`src/rtl/lcd_rx_bus_if.sv`:
```
// LCD 8080-style write bus plus decoded outputs.
// Pin side is asynchronous; decoded side is in the receiver clock domain.
interface lcd_rx_bus_if #(
  parameter int BUS_WIDTH = 16,
  parameter int PIDX_W    = 4
);
  logic                 i_lcd_wr_async;
  logic                 i_lcd_rs_async;
  logic                 i_lcd_cs_n_async;
  logic                 i_lcd_rst_n_async;
  logic [BUS_WIDTH-1:0] i_lcd_data_async;
  logic [7:0]           o_command;
  logic                 o_command_latch;
  logic [7:0]           o_param;
  logic [PIDX_W-1:0]    o_param_idx;
  logic                 o_param_latch;
  logic [15:0]          o_rgb565;
  logic                 o_rgb565_latch;
  logic                 o_frame_start;

  modport slave (
    input  i_lcd_wr_async, i_lcd_rs_async, i_lcd_cs_n_async,
    input  i_lcd_rst_n_async, i_lcd_data_async,
    output o_command, o_command_latch, o_param, o_param_idx,
    output o_param_latch, o_rgb565, o_rgb565_latch, o_frame_start
  );

  modport master (
    output i_lcd_wr_async, i_lcd_rs_async, i_lcd_cs_n_async,
    output i_lcd_rst_n_async, i_lcd_data_async,
    input  o_command, o_command_latch, o_param, o_param_idx,
    input  o_param_latch, o_rgb565, o_rgb565_latch, o_frame_start
  );
endinterface

```
`src/rtl/lcd_rx_bus.sv`:
```
// LCD write-bus receiver: synchronises pins, detects WR rising edges,
// decodes commands, indexed parameters and RGB565 pixels (8/16-bit bus).
module lcd_rx_bus #(
  parameter int         BUS_WIDTH   = 16,
  parameter int         SYNC_STAGES = 2,
  parameter logic [7:0] CMD_RAMWR   = 8'h2C,
  parameter logic [7:0] CMD_RAMWRC  = 8'h3C,
  parameter int         PIDX_W      = 4
) (
  input  logic i_clk,
  input  logic i_rst,
  lcd_rx_bus_if.slave bus
);

  typedef enum logic [1:0] {IDLE, PARAM, PIXEL} state_t;

  logic [SYNC_STAGES-1:0] wr_sh, rs_sh, cs_sh, lr_sh;
  logic [BUS_WIDTH-1:0]   d_sh [SYNC_STAGES];
  logic wr_s, rs_s, cs_s, lr_s, wr_prev, cs_prev;
  logic ev_q, ev_rs;
  logic [BUS_WIDTH-1:0] ev_data;
  logic [15:0] ev_d16;

  assign wr_s   = wr_sh[SYNC_STAGES-1];
  assign rs_s   = rs_sh[SYNC_STAGES-1];
  assign cs_s   = cs_sh[SYNC_STAGES-1];
  assign lr_s   = lr_sh[SYNC_STAGES-1];
  assign ev_d16 = 16'(ev_data);

  // Control lines idle high so reset looks like a deselected, idle bus.
  always_ff @(posedge i_clk or posedge i_rst) begin
    if (i_rst) begin
      wr_sh   <= '1;
      rs_sh   <= '1;
      cs_sh   <= '1;
      lr_sh   <= '1;
      for (int i = 0; i < SYNC_STAGES; i++) d_sh[i] <= '0;
      wr_prev <= 1'b1;
      cs_prev <= 1'b1;
      ev_q    <= 1'b0;
      ev_rs   <= 1'b0;
      ev_data <= '0;
    end else begin
      wr_sh   <= {wr_sh[SYNC_STAGES-2:0], bus.i_lcd_wr_async};
      rs_sh   <= {rs_sh[SYNC_STAGES-2:0], bus.i_lcd_rs_async};
      cs_sh   <= {cs_sh[SYNC_STAGES-2:0], bus.i_lcd_cs_n_async};
      lr_sh   <= {lr_sh[SYNC_STAGES-2:0], bus.i_lcd_rst_n_async};
      d_sh[0] <= bus.i_lcd_data_async;
      for (int i = 1; i < SYNC_STAGES; i++) d_sh[i] <= d_sh[i-1];
      wr_prev <= wr_s;
      cs_prev <= cs_s;
      ev_q    <= wr_s & ~wr_prev & ~cs_s & lr_s;
      ev_rs   <= rs_s;
      ev_data <= d_sh[SYNC_STAGES-1];
    end
  end

  state_t            state, state_n;
  logic              phase, phase_n, pend, pend_n;
  logic [7:0]        hi, hi_n;
  logic [PIDX_W-1:0] pidx, pidx_n;
  logic [7:0]        cmd_q, cmd_n, par_q, par_n;
  logic [PIDX_W-1:0] pout_q, pout_n;
  logic [15:0]       rgb_q, rgb_n;
  logic              cl_q, cl_n, pl_q, pl_n, xl_q, xl_n, fs_q, fs_n;

  always_ff @(posedge i_clk or posedge i_rst) begin
    if (i_rst) begin
      state  <= IDLE;
      phase  <= 1'b0;
      pend   <= 1'b0;
      hi     <= '0;
      pidx   <= '0;
      cmd_q  <= '0;
      par_q  <= '0;
      pout_q <= '0;
      rgb_q  <= '0;
      cl_q   <= 1'b0;
      pl_q   <= 1'b0;
      xl_q   <= 1'b0;
      fs_q   <= 1'b0;
    end else begin
      state  <= state_n;
      phase  <= phase_n;
      pend   <= pend_n;
      hi     <= hi_n;
      pidx   <= pidx_n;
      cmd_q  <= cmd_n;
      par_q  <= par_n;
      pout_q <= pout_n;
      rgb_q  <= rgb_n;
      cl_q   <= cl_n;
      pl_q   <= pl_n;
      xl_q   <= xl_n;
      fs_q   <= fs_n;
    end
  end

  always_comb begin
    state_n = state;
    phase_n = phase;
    pend_n  = pend;
    hi_n    = hi;
    pidx_n  = pidx;
    cmd_n   = cmd_q;
    par_n   = par_q;
    pout_n  = pout_q;
    rgb_n   = rgb_q;
    cl_n    = 1'b0;
    pl_n    = 1'b0;
    xl_n    = 1'b0;
    fs_n    = 1'b0;
    if (!lr_s) begin
      state_n = IDLE;
      phase_n = 1'b0;
      pidx_n  = '0;
      pend_n  = 1'b0;
    end else begin
      if (cs_s && !cs_prev) phase_n = 1'b0;
      if (ev_q && !ev_rs) begin
        cmd_n   = ev_d16[7:0];
        cl_n    = 1'b1;
        pidx_n  = '0;
        phase_n = 1'b0;
        if (ev_d16[7:0] == CMD_RAMWR) begin
          state_n = PIXEL;
          pend_n  = 1'b1;
        end else if (ev_d16[7:0] == CMD_RAMWRC) begin
          state_n = PIXEL;
          pend_n  = 1'b0;
        end else begin
          state_n = PARAM;
        end
      end else if (ev_q) begin
        unique case (state)
          PARAM: begin
            par_n  = ev_d16[7:0];
            pout_n = pidx;
            pl_n   = 1'b1;
            if (pidx != '1) pidx_n = pidx + 1'b1;
          end
          PIXEL: begin
            if (BUS_WIDTH == 16) begin
              rgb_n = ev_d16;
              xl_n  = 1'b1;
            end else if (!phase) begin
              hi_n    = ev_d16[7:0];
              phase_n = 1'b1;
            end else begin
              rgb_n   = {hi, ev_d16[7:0]};
              xl_n    = 1'b1;
              phase_n = 1'b0;
            end
            if (xl_n && pend) begin
              fs_n   = 1'b1;
              pend_n = 1'b0;
            end
          end
          default: ;
        endcase
      end
    end
  end

  assign bus.o_command       = cmd_q;
  assign bus.o_command_latch = cl_q;
  assign bus.o_param         = par_q;
  assign bus.o_param_idx     = pout_q;
  assign bus.o_param_latch   = pl_q;
  assign bus.o_rgb565        = rgb_q;
  assign bus.o_rgb565_latch  = xl_q;
  assign bus.o_frame_start   = fs_q;

endmodule

```
`src/flat_wrapper.sv`:
```
// flat-port wrapper written by rule: the top's interface ports become plain ports
module lcd_rx_bus_flat 
#(
  parameter int         BUS_WIDTH   = 16,
  parameter int         SYNC_STAGES = 2,
  parameter logic [7:0] CMD_RAMWR   = 8'h2C,
  parameter logic [7:0] CMD_RAMWRC  = 8'h3C,
  parameter int         PIDX_W      = 4
)
  (i_clk, i_rst, bus_i_lcd_wr_async, bus_i_lcd_rs_async, bus_i_lcd_cs_n_async, bus_i_lcd_rst_n_async, bus_i_lcd_data_async, bus_o_command, bus_o_command_latch, bus_o_param, bus_o_param_idx, bus_o_param_latch, bus_o_rgb565, bus_o_rgb565_latch, bus_o_frame_start);
  lcd_rx_bus_if #(.BUS_WIDTH(BUS_WIDTH), .PIDX_W(PIDX_W)) bus_i ();
  input  logic i_clk;
  input  logic i_rst;
  input wire logic [$bits(bus_i.i_lcd_wr_async)-1:0] bus_i_lcd_wr_async;
  input wire logic [$bits(bus_i.i_lcd_rs_async)-1:0] bus_i_lcd_rs_async;
  input wire logic [$bits(bus_i.i_lcd_cs_n_async)-1:0] bus_i_lcd_cs_n_async;
  input wire logic [$bits(bus_i.i_lcd_rst_n_async)-1:0] bus_i_lcd_rst_n_async;
  input wire logic [$bits(bus_i.i_lcd_data_async)-1:0] bus_i_lcd_data_async;
  output wire logic [$bits(bus_i.o_command)-1:0] bus_o_command;
  output wire logic [$bits(bus_i.o_command_latch)-1:0] bus_o_command_latch;
  output wire logic [$bits(bus_i.o_param)-1:0] bus_o_param;
  output wire logic [$bits(bus_i.o_param_idx)-1:0] bus_o_param_idx;
  output wire logic [$bits(bus_i.o_param_latch)-1:0] bus_o_param_latch;
  output wire logic [$bits(bus_i.o_rgb565)-1:0] bus_o_rgb565;
  output wire logic [$bits(bus_i.o_rgb565_latch)-1:0] bus_o_rgb565_latch;
  output wire logic [$bits(bus_i.o_frame_start)-1:0] bus_o_frame_start;
  assign bus_i.i_lcd_wr_async = bus_i_lcd_wr_async;
  assign bus_i.i_lcd_rs_async = bus_i_lcd_rs_async;
  assign bus_i.i_lcd_cs_n_async = bus_i_lcd_cs_n_async;
  assign bus_i.i_lcd_rst_n_async = bus_i_lcd_rst_n_async;
  assign bus_i.i_lcd_data_async = bus_i_lcd_data_async;
  assign bus_o_command = bus_i.o_command;
  assign bus_o_command_latch = bus_i.o_command_latch;
  assign bus_o_param = bus_i.o_param;
  assign bus_o_param_idx = bus_i.o_param_idx;
  assign bus_o_param_latch = bus_i.o_param_latch;
  assign bus_o_rgb565 = bus_i.o_rgb565;
  assign bus_o_rgb565_latch = bus_i.o_rgb565_latch;
  assign bus_o_frame_start = bus_i.o_frame_start;
  lcd_rx_bus #(.BUS_WIDTH(BUS_WIDTH), .SYNC_STAGES(SYNC_STAGES), .CMD_RAMWR(CMD_RAMWR), .CMD_RAMWRC(CMD_RAMWRC), .PIDX_W(PIDX_W)) u_core (.i_clk(i_clk), .i_rst(i_rst), .bus(bus_i));
endmodule
```
`config.mk`:
```
export PLATFORM = sky130hd
export DESIGN_NAME = lcd_rx_bus_flat
export DESIGN_NICKNAME = d
export VERILOG_FILES = /design/src/rtl/lcd_rx_bus_if.sv /design/src/rtl/lcd_rx_bus.sv /design/src/flat_wrapper.sv
export SDC_FILE = /design/constraint.sdc
export NUM_CORES = 1
export LEC_CHECK = 0
export ABC_AREA = 1
export CAP_MARGIN = 40
export CORE_MARGIN = 2
export CORE_UTILIZATION = 56
export DETAILED_ROUTE_END_ITERATION = 6
export DONT_BUFFER_PORTS = 1
export HOLD_SLACK_MARGIN = 0.12
export PLACE_DENSITY = 0.77
export SLEW_MARGIN = 20
export SYNTH_ARGS = -nofsm -noshare
export SYNTH_HDL_FRONTEND = slang
export SYNTH_SLANG_ARGS = --single-unit
export TNS_END_PERCENT = 50
```
`constraint.sdc`:
```
create_clock -name i_clk -period 6.3 [get_ports i_clk]
set_input_delay 0.945 -clock i_clk [delete_from_list [all_inputs] [get_ports i_clk]]
set_output_delay 0.945 -clock i_clk [all_outputs]
set_load 0.05 [all_outputs]
```
# Yosys cells after proc, flatten, opt, wreduce, memory -nomap -nowiden
# Cells that the tools add are included.
# classes
shifts	0
div_mod_pow	0
eq_ne	12
bitwise	6
magnitude_cmp	0
addsub	1
n_mul	0
reduce_logical	8
n_mux	35
# op_table
op	n
2-to-1 mux 1 bit	26
2-to-1 mux 4 bit	5
equality test 8 x 6 -> 1 bit, second input constant	2
!= test 3 bit, second input constant	5
AND reduction 4 bit	3
2-to-1 mux 2 bit	4
!= test 4 bit, second input constant	2
adder 4 x 1 -> 4 bit, second input constant	1
bitwise AND 1 bit	3
inverter 1 bit	3
AND reduction 3 bit	1
equality test 2 x 1 -> 1 bit, second input constant	1
equality test 2 bit, second input constant	1
logical AND 1 bit	2
!= test 2 bit, second input constant	1
AND reduction 2 bit	1
zero test 1 bit	1
# word_totals
input_bits	22
ff_bits	106
memories	0
latchBits	0
wordCells	83
output_inout_bits	40
mem_bits_rw	0
rom_bits	0

# Depth between registers and ports, before layout
# Gate-level depths: netlist (run 1).
# logic_depth
depth_word	11
ltp_mapped	8
ltp_nobuf	8

# Worst setup path before layout (run 1)
# Ideal clock, no wire load.
# synth_timing
path_type	reg2out
start	reg u_core.cmd_q[4], in the netlist u_core.bus.o_command[4]
end	out bus_o_command[4]
n_path_buf	0
t_arrival_ns	0.601
required_ns	5.355
stages_incl_launch_ff	1
setup_slack_ns	4.754
path_cell_list	dfrtp_1
# synth_lines
element	line	source
start: declaration	lcd_rx_bus.sv:62	logic [7:0] cmd_q, cmd_n, par_q, par_n;
start signal: assignment	lcd_rx_bus.sv:88	cmd_q <= cmd_n;
end: declaration	flat_wrapper.sv:19	output wire logic [$bits(bus_i.o_command)-1:0] bus_o_command;
# No word-level cell between the ends.

# Worst setup path after layout (run 1)
# layout_timing
start	reg u_core.rgb_q[7], in the netlist u_core.bus.o_rgb565[7]
end	out bus_o_rgb565[7]
# layout_lines
element	line	source
start: declaration	lcd_rx_bus.sv:64	logic [15:0] rgb_q, rgb_n;
start signal: assignment	lcd_rx_bus.sv:91	rgb_q <= rgb_n;
end: declaration	flat_wrapper.sv:24	output wire logic [$bits(bus_i.o_rgb565)-1:0] bus_o_rgb565;
# No word-level cell between the ends.

==> results.tsv, run 1 <==
stage	metric	value	unit
routing	first_pass_iters	4	
die	start_util	0.584	
worst_setup_path	start_kind	flop	
routing	drc	0	
status	status	complete, no violations	
sta	worstMarginPinSlew	0.743	ns
routing	viasPerCell	5.09	
routing	vias	1851	
power_and_ir_drop	switching_share	0.253	
synthesis	ys_seq_elements	106	
layout	final_cell_area	3740	µm²
die	die_height	82.8	µm
worst_setup_path	path_class	flop to output port	
synthesis	yosysSeqAreaShare	0.766	
placement	port_buffers	0	
worst_setup_path	critPathArrivalTime	1.04	ns
power_and_ir_drop	intPower	0.927	mW
layout	fin_nets	307	
synthesis	avgSynthCellArea	12.5	µm²
cts	clockBufferDepth	2	
min_path	hp-class	flop to flop	
synthesis	ys_types	25	
placement	dpl.hpwl	3.48	mm
cts	clock-sinks	106	
synthesis	syn_area	3480	µm²
power_and_ir_drop	seq_power_share	0.625	
routing	drt-wirelength-per-cell	14.4	µm
synthesis	synth-xor-area-share	0	
worst_setup_path	worst-path-max-fanout	2	
placement	place_area	3530	µm²
die	io_pins	62	
die	die_w	82.8	µm
worst_setup_path	critPathRequiredTime	5.35	ns
die	die-area	6860	µm²
layout	n_antenna_cell	0	
cts	cts_tree	built	
cts	postCtsResizedCells	0	
power_and_ir_drop	p_switching	0.313	mW
placement	dp_cells	348	
synthesis	synth.area.mux_share	0	
power_and_ir_drop	power.leakage	1.84	nW
die	rows	28	
sta	skew	0.00911	ns
synthesis	synth_top_family_by_area	simple AND/OR/NAND/NOR gates	
synthesis	syn_inst	279	
power_and_ir_drop	p_per_area	331	nW/µm²
synthesis	synth_top_area_cell	dfrtp_1	
sta	slew_headroom	0.505	
sta	finalSetupViolCount	0	
cts	cts-buffers-inserted	9	
worst_setup_path	cp-end-kind	output port	
sta	fin_crit_sh	0.315	
cts	root_buffer	clkbuf_8	
synthesis	synth_warnings	0	
global_routing	antenna_found_initial	0	
layout	area_growth	7.59	%
global_routing	grt_first_pass_wirelength	9.10	mm
cts	path_clk_slew	0.10	ns
synthesis	syn_nets	302	
cts	htreeDepth	3	
power_and_ir_drop	combPwrFrac	0.035	
synthesis	synth-adder-area-share	0.00360	
cts	ctsHoldBuffers	0	
global_routing	track_usage	0.171	
cts	worstSkewPairLatency	0.37	ns
global_routing	overflow	0	
run	cap_violations	0	
sta	hold_violations	0	
cts	post-cts-setup-buffers	0	
routing	drt_iter0_drc	82	
sta	max_clock_freq	505	MHz
synthesis	synthTopCellsByArea	dfrtp_1, nand2_1, dfstp_2	
global_routing	grt_pass1_vias	1839	
global_routing	grt_max_degree	64	
synthesis	synth_top_cell_area_share	0.698	
routing	wirelength	5.25	mm
sta	finalCriticalPeriod	1.98	ns
power_and_ir_drop	ir_worst_vdd	0.232	mV
synthesis	synth_compound_area_frac	0.0662	
sta	rsz0062_at_grt	no	
placement	routabilityCongestion	0.844	
routing	final_antenna_net_count	0	
sta	drv_slew	0	
die	core	5960	µm²
layout	stdcell_count	364	
sta	fin_setup_tns	0	ns
layout	layout-drive-gt1-share	0.149	
power_and_ir_drop	clockPowerShare	0.341	
synthesis	synth-simple-area-share	0.129	
-- final cells by class --
class | count | area [µm²]
clock buffer | 10 | 138
clock inverter | 6 | 75.1
fill | 465 | 2210
inverter | 19 | 73.8
multi-input combinational | 147 | 692
sequential | 106 | 2660
tap | 75 | 93.8
timing repair buffer | 1 | 7.51
-- synthesized netlist by cell type --
cell type and instances:
nand2_1 69, nand3_1 3, nand2_2 1, nor2_1 25, a21oi_1 11, nor3_1 2
o22ai_1 1, a21oi_2 3, ha_1 1, nand3_4 1, nor2_4 2, nand4_1 2
dfstp_2 9, or2_2 1, o21ai_0 17, dfrtp_1 97, clkbuf_1 2, buf_4 3
nor2_2 1, inv_1 17, buf_6 2, o21ai_2 5, a31oi_1 1, inv_2 2
o21a_1 1
-- final timing paths --
check	from	slack (ns)	cells after the start	endpoint
min reg2reg	u_core.d_sh[13]	0.35	0	u_core.ev_d16[13]
max reg2reg	u_core.lr_sh[1]	4.54	4	u_core.bus.o_param[0]
min in group asynchronous	i_rst	0.48	1	u_core.d_sh[18]
min	u_core.d_sh[13]	0.35	0	u_core.ev_d16[13]
max in group asynchronous	i_rst	4.70	2	u_core.ev_d16[2]
max	u_core.bus.o_rgb565[7]	4.32	0	bus_o_rgb565[7]
-- cell families after synthesis --
family / Yosys count
flops: 106
simple gates: 107
compound gates: 39
buf+inv: 26
fa+ha+maj: 1
-- metal layers --
metal | vias up | global-route usage | wire, µm
met5 | - | 0 | 0
met4 | 0 | 0.0939 | 133
met3 | 9 | 0.0567 | 309
met2 | 51 | 0.255 | 2520
met1 | 900 | 0.223 | 2290
li1 | 891 | - | -
-- power groups by stage --
stage | combinational [mW] | sequential [mW] | clock [mW]
5_1_grt | 0.0515 | 0.779 | 0.463
6_report | 0.0430 | 0.775 | 0.422
2_1_floorplan | 0.0348 | 0.783 | 0
3_5_place_dp | 0.0441 | 0.788 | 0
4_1_cts | 0.0442 | 0.775 | 0.435
3_3_place_gp | 0.0411 | 0.787 | 0
-- cells in the final DEF, fill, tap and decap left out, types with 2 or more instances in the layout --
cell	count
clkinv_4	3
nand3_1	3
nor3_1	2
dfstp_2	9
dfrtp_1	97
nand2_1	69
o21ai_0	17
clkbuf_8	10
inv_1	16
nor2_4	2
a21oi_1	11
nand4_1	2
inv_2	2
o21ai_2	5
a21oi_2	3
nor2_1	25
-- stage by stage --
stage	hold WS (ns)	setup slack, ns	utilization	total power, mW
2_1_floorplan	0.331	2.58	-	0.817
3_3_place_gp	0.332	4.25	0.593	0.828
3_5_place_dp	0.335	4.21	0.593	0.833
4_1_cts	0.357	4.30	0.629	1.25
5_1_grt	0.359	4.27	0.629	1.29
6_report	0.353	4.32	0.629	1.24
-- flip-flops by register name (all words and copies together) (netlist names), 4 cells and up --
register and cells:
u_core.pidx 4, u_core.d_sh 32, u_core.bus.o_command 8, u_core.bus.o_rgb565 16, u_core.ev_d16 16, u_core.bus.o_param 8, u_core.bus.o_param_idx 4
No activity file was read; power rests on OpenSTA's default activity.
==> inputs of run 2 (changes only) <==
- CORE_UTILIZATION: 56 -> 55
- PLACE_DENSITY: 0.77 -> 0.79
- clock period: 6.3 -> 1.7 ns (I/O delays scaled with it)
==> run 2 against run 1 <==
Hold slack worse by 0.0024 ns. First-iteration DRC count up 130%. Count of clock-buffer cells in the layout up 2. Power rose to 3.7 times the previous value. Sequential cell count unchanged. Largest cell class unchanged. Highest routed layer unchanged.
==> results.tsv, run 2 (synthesized netlist as in run 1, its figures left out) <==
stage	metric	value	unit	change
die	rows	28		unchanged
routing	final_antenna_net_count	0		unchanged
layout	layout-drive-gt1-share	0.143		was 0.149
sta	fin_setup_tns	0	ns	unchanged
worst_setup_path	path_class	flop to flop		was flop to output port
power_and_ir_drop	power	4.56	mW	was 1.24 mW
sta	worstMarginPinSlew	0.546	ns	was 0.743 ns
sta	max_clock_freq	664	MHz	
worst_setup_path	worst-path-max-fanout	20		was 2
sta	fin_hold_ws	0.350	ns	was 0.353 ns
cts	path_clk_slew	0.09	ns	was 0.10 ns
die	start_util	0.577		was 0.584
die	io_pins	62		unchanged
sta	finalSetupViolCount	0		unchanged
worst_setup_path	regToRegSetupSlack	0.19	ns	was 4.54 ns
placement	routabilityCongestion	0.814		was 0.844
worst_setup_path	critPathArrivalTime	1.78	ns	was 1.04 ns
die	die_w	83.5	µm	was 82.8 µm
power_and_ir_drop	p_per_area	1140	nW/µm²	was 331 nW/µm²
global_routing	track_usage	0.180		was 0.171
die	die_height	83.5	µm	was 82.8 µm
cts	worstSkewPairLatency	0.36	ns	was 0.37 ns
global_routing	grt_first_pass_wirelength	9.69	mm	was 9.10 mm
global_routing	overflow	0		unchanged
layout	stdcell_count	389		was 364
layout	largest_reg_flops	32		unchanged
routing	viasPerCell	5.07		was 5.09
min_path	hp-class	flop to flop		unchanged
routing	drc	0		unchanged
min_path	hp-start	u_core.d_sh[6]		was u_core.d_sh[13]
global_routing	grt_max_degree	107		was 64
worst_setup_path	cp-end-kind	flop		was output port
run	cap_violations	0		unchanged
layout	layout_common_cells	dfrtp_1, nand2_1, nor2_1		unchanged
worst_setup_path	reg2reg_depth	5		was 4
global_routing	grt_pass1_vias	2036		was 1839
worst_setup_path	start_kind	flop		unchanged
worst_setup_path	critPathRequiredTime	1.97	ns	was 5.35 ns
cts	htreeDepth	3		unchanged
sta	fin_crit_sh	0.886		
placement	port_buffers	0		unchanged
routing	drt-wirelength-per-cell	14.4	µm	about the same
cts	clock-sinks	106		unchanged
sta	skew	0.0101	ns	was 0.00911 ns
sta	slew_headroom	0.636		was 0.505
worst_setup_path	startpoint	u_core.lr_sh[1]		was u_core.bus.o_rgb565[7]
sta	finalCriticalPeriod	1.51	ns	
die	core	6030	µm²	was 5960 µm²
cts	cts-buffers-inserted	9		unchanged
sta	rsz0062_at_grt	no		unchanged
layout	fin_nets	332		was 307
status	status	complete, no violations		unchanged
cts	root_buffer	clkbuf_8		unchanged
cts	cts_tree	built		unchanged
routing	wirelength	5.58	mm	was 5.25 mm
routing	first_pass_iters	7		was 4
placement	dp_cells	352		was 348
sta	drv_slew	0		unchanged
placement	place_area	3570	µm²	was 3530 µm²
layout	top_register	u_core.d_sh		unchanged
routing	drt_iter0_drc	188		was 82
worst_setup_path	timing.rr.start	u_core.lr_sh[1]		unchanged
power_and_ir_drop	power.leakage	1.94	nW	was 1.84 nW
layout	n_antenna_cell	0		unchanged
routing	vias	1973		was 1851
cts	clockBufferDepth	2		unchanged
die	die-area	6980	µm²	was 6860 µm²
layout	final_cell_area	3980	µm²	was 3740 µm²
placement	preCtsSetupSlack	0.227	ns	was 4.21 ns
min_path	hold_end	u_core.ev_d16[6]		was u_core.ev_d16[13]
global_routing	antenna_found_initial	0		unchanged
min_path	hold_path_depth	0		unchanged
worst_setup_path	reg2reg_to	u_core.bus.o_param[3]		was u_core.bus.o_param[0]
placement	dpl.hpwl	3.54	mm	was 3.48 mm
layout	final_core_util	0.661		was 0.629
power_and_ir_drop	ir_worst_vdd	0.906	mV	was 0.232 mV
sta	layout_setup_ws	0.194	ns	was 4.32 ns
layout	final_common_cell	dfrtp_1		unchanged
layout	area_growth	14.4	%	was 7.59%
sta	hold_violations	0		unchanged
==> run 2: what timing repair did <==
action / CTS / global route
gates resized for setup: 0 / 0
endpoints found under the hold margin: 117 / 0
hold buffers: 21 / 0
buffers inserted: 0 / 0
==> run 2: how the worst max path moves through the flow <==
stage | slack [ns] | end | depth (start not counted)
6_report | 0.19 | u_core.bus.o_param[3] | 5
5_1_grt | 0.01 | u_core.bus.o_param[3] | 5
4_1_cts | 0.18 | u_core.bus.o_param[3] | 5
3_5_place_dp | 0.23 | u_core.bus.o_param_idx[2] | 5
3_3_place_gp | 0.32 | u_core.bus.o_param[3] | 5
2_1_floorplan | 0.18 | u_core.bus.o_command[0] | 1
==> run 2: area by class of cell <==
| cell class | instances | area (µm²) |
|---|---|---|
| Multi-Input combinational cell | 147 | 692 |
| Clock inverter | 4 | 51.3 |
| Fill cell | 465 | 2040 |
| Tap cell | 75 | 93.8 |
| Sequential cell | 106 | 2660 |
| Clock buffer | 12 | 145 |
| Timing Repair Buffer | 26 | 260 |
| Inverter | 19 | 75.1 |
==> run 2: power breakdown <==
| group | internal (mW) | total [mW] | switching (mW) |
|---|---|---|---|
| Sequential | 2.65 | 2.87 | 0.223 |
| Combinational | 0.0835 | 0.201 | 0.118 |
| Clock | 0.723 | 1.48 | 0.762 |
==> run 2: critical path: stages, from the launching register on <==
cell and delay, ns:
dfstp_2 0.62, nand3_4 0.21, nor2_2 0.13, buf_4 0.23, nor2_1 0.07, a21oi_1 0.15
==> run 2: routing by layer <==
metal | global-route usage | share of wire | routed length (µm) | vias up
li1 | - | - | - | 932
met1 | 0.229 | 0.42 | 2350 | 965
met2 | 0.284 | 0.49 | 2760 | 68
met4 | 0.0748 | 0.013 | 73 | 0
met3 | 0.0643 | 0.071 | 397 | 8
met5 | 0 | 0 | 0 | -
==> inputs of run 3 (changes only) <==
- MAX_ROUTING_LAYER: not set -> met4
==> run 3 against run 2 <==
Cell count is the same. Worst setup slack improved by 0.00060 ns. First-iteration DRC count is 19% lower. Global-route usage up 0.59 points. Clock skew fell by 0.0014 ns. Critical path depth unchanged. Sequential cell count did not move. Maximum frequency about the same. Routed wire length increased by 0.23%. Core utilization unchanged. Final area unchanged. Sequential share of layout area unchanged. Critical path type unchanged. Highest routed layer unchanged.
==> results.tsv, run 3 (synthesized netlist as in run 1, its figures left out) <==
stage	metric	value	unit	change
status	status	complete, no violations		unchanged
layout	final_cell_area	3980	µm²	unchanged
die	core	6030	µm²	unchanged
cts	clockBufferDepth	2		unchanged
power_and_ir_drop	p_per_area	1150	nW/µm²	was 1140 nW/µm²
cts	cts-buffers-inserted	9		unchanged
routing	final_antenna_net_count	0		unchanged
die	io_pins	62		unchanged
min_path	hold_end	u_core.ev_d16[6]		unchanged
power_and_ir_drop	power.leakage	1.94	nW	unchanged
placement	port_buffers	0		unchanged
global_routing	antenna_found_initial	0		unchanged
worst_setup_path	regToRegSetupSlack	0.19	ns	about the same
worst_setup_path	path_class	flop to flop		unchanged
power_and_ir_drop	combPwrFrac	0.044		about the same
worst_setup_path	reg2reg_depth	5		unchanged
layout	layout_common_cells	dfrtp_1, nand2_1, nor2_1		unchanged
layout	fin_nets	332		unchanged
power_and_ir_drop	clockPowerShare	0.327		was 0.326
layout	layout-drive-gt1-share	0.143		unchanged
routing	viasPerCell	5.04		was 5.07
routing	vias	1962		was 1973
cts	path_clk_slew	0.09	ns	about the same
global_routing	grt_first_pass_wirelength	9.69	mm	about the same
die	start_util	0.577		unchanged
die	rows	28		unchanged
power_and_ir_drop	intPower	3.45	mW	about the same
routing	drc	0		unchanged
cts	clock-sinks	106		unchanged
layout	area_growth	14.4	%	unchanged
min_path	hold_path_depth	0		unchanged
die	die_w	83.5	µm	unchanged
power_and_ir_drop	switching_share	0.243		was 0.242
sta	finalCriticalPeriod	1.51	ns	about the same
min_path	hp-start	u_core.d_sh[6]		unchanged
routing	drt-wirelength-per-cell	14.4	µm	about the same
worst_setup_path	path_cells	nand3_4 -> nor2_2 -> buf_4 -> nor2_1 -> a21oi_1		unchanged
worst_setup_path	start_kind	flop		unchanged
run	cap_violations	0		unchanged
global_routing	grt_pass1_vias	2023		was 2036
placement	routabilityCongestion	0.826		was 0.814
placement	dpl.hpwl	3.54	mm	unchanged
sta	fin_setup_tns	0	ns	unchanged
min_path	hp-class	flop to flop		unchanged
sta	slew_headroom	0.629		was 0.636
worst_setup_path	worst-path-max-fanout	20		unchanged
worst_setup_path	reg2reg_to	u_core.bus.o_param[3]		unchanged
sta	hold_violations	0		unchanged
worst_setup_path	timing.rr.start	u_core.lr_sh[1]		unchanged
sta	max_clock_freq	664	MHz	about the same
sta	skew	0.00873	ns	was 0.0101 ns
worst_setup_path	crit_family	flip-flops		unchanged
cts	worstSkewPairLatency	0.36	ns	about the same
routing	first_pass_iters	4		was 7
sta	rsz0062_at_grt	no		unchanged
sta	finalSetupViolCount	0		unchanged
cts	htreeDepth	3		unchanged
layout	top_register	u_core.d_sh		unchanged
power_and_ir_drop	p_switching	1.11	mW	was 1.10 mW
sta	worstMarginPinSlew	0.557	ns	was 0.546 ns
placement	dp_cells	352		unchanged
worst_setup_path	critPathArrivalTime	1.78	ns	about the same
die	die_height	83.5	µm	unchanged
sta	fin_crit_sh	0.885		was 0.886
die	die-area	6980	µm²	unchanged
placement	preCtsSetupSlack	0.227	ns	unchanged
layout	largest_reg_flops	32		unchanged
routing	wirelength	5.60	mm	was 5.58 mm
cts	post-cts-setup-buffers	0		unchanged
global_routing	grt_max_degree	107		unchanged
power_and_ir_drop	ir_worst_vdd	0.909	mV	was 0.906 mV
sta	layout_setup_ws	0.195	ns	was 0.194 ns
worst_setup_path	cp-end-kind	flop		unchanged
layout	stdcell_count	389		unchanged
worst_setup_path	max_stage_delay	0.62	ns	about the same
routing	drt_iter0_drc	152		was 188
layout	final_common_cell	dfrtp_1		unchanged
cts	root_buffer	clkbuf_8		unchanged
global_routing	track_usage	0.186		was 0.180
sta	drv_slew	0		unchanged
worst_setup_path	crit_buf_inv	1		unchanged
worst_setup_path	cp_slowest_cell	dfstp_2		unchanged
layout	n_antenna_cell	0		unchanged
placement	place_area	3570	µm²	unchanged
worst_setup_path	critPathRequiredTime	1.98	ns	was 1.97 ns
cts	postCtsResizedCells	0		unchanged
global_routing	overflow	0		unchanged
power_and_ir_drop	seq_power_share	0.629		was 0.630
cts	cts_tree	built		unchanged
==> run 3: cell counts in the layout (fill, tap and decap cells not counted) <==
No cell type changed its count.
==> run 3: worst max-delay path by stage <==
stage                                      to  slack, ns  cells after the start       startpoint
CTS                     u_core.bus.o_param[3]       0.18                      5  u_core.lr_sh[1]
global route            u_core.bus.o_param[3]       0.02                      5  u_core.lr_sh[1]
finish                  u_core.bus.o_param[3]       0.19                      5  u_core.lr_sh[1]
global placement        u_core.bus.o_param[3]       0.32                      5  u_core.lr_sh[1]
detailed placement  u_core.bus.o_param_idx[2]       0.23                      5  u_core.lr_sh[1]
floorplan             u_core.bus.o_command[0]       0.18                      1            i_rst
==> run 3: layer usage <==
| metal | share of wire | track usage | wire [µm] |
|---|---|---|---|
| met1 | 0.42 | 0.234 | 2380 |
| met2 | 0.50 | 0.281 | 2780 |
| met3 | 0.068 | 0.0643 | 380 |
| met4 | 0.011 | 0.0748 | 63 |
| met5 | 0 | - | 0 |
==> run 3: layout make-up <==
| type | count | area, µm² |
|---|---|---|
| multi-input combinational | 147 | 692 |
| sequential | 106 | 2660 |
| fill | 465 | 2040 |
| inverter | 19 | 75.1 |
| tap | 75 | 93.8 |
| clock buffer | 12 | 145 |
| timing repair buffer | 26 | 260 |
| clock inverter | 4 | 51.3 |
==> run 3: worst reg2reg max path: stages, from the launching register on <==
cell and delay, ns:
dfstp_2 0.62, nand3_4 0.22, nor2_2 0.14, buf_4 0.23, nor2_1 0.07, a21oi_1 0.16
==> run 3: power groups by stage <==
stage | Sequential, mW | Combinational (mW) | Clock [mW]
after detailed placement | 2.92 | 0.165 | 0
after CTS | 2.87 | 0.205 | 1.54
after global placement | 2.92 | 0.157 | 0
final | 2.87 | 0.201 | 1.49
after global routing | 2.89 | 0.235 | 1.65
after floorplan | 2.90 | 0.130 | 0
==> run 3: timing repair <==
item	4_1_cts	5_1_grt
setup endpoints to repair	0	0
hold buffers	21	0
hold endpoints to repair	117	0
==> run 3: metrics by stage <==
stage | hold slack [ns] | power (mW) | util
final | 0.351 | 4.56 | 0.661
after global routing | 0.363 | 4.77 | 0.661
after CTS | 0.355 | 4.62 | 0.661
after detailed placement | 0.260 | 3.09 | 0.593
after global placement | 0.260 | 3.07 | 0.593
after floorplan | 0.259 | 3.03 | -
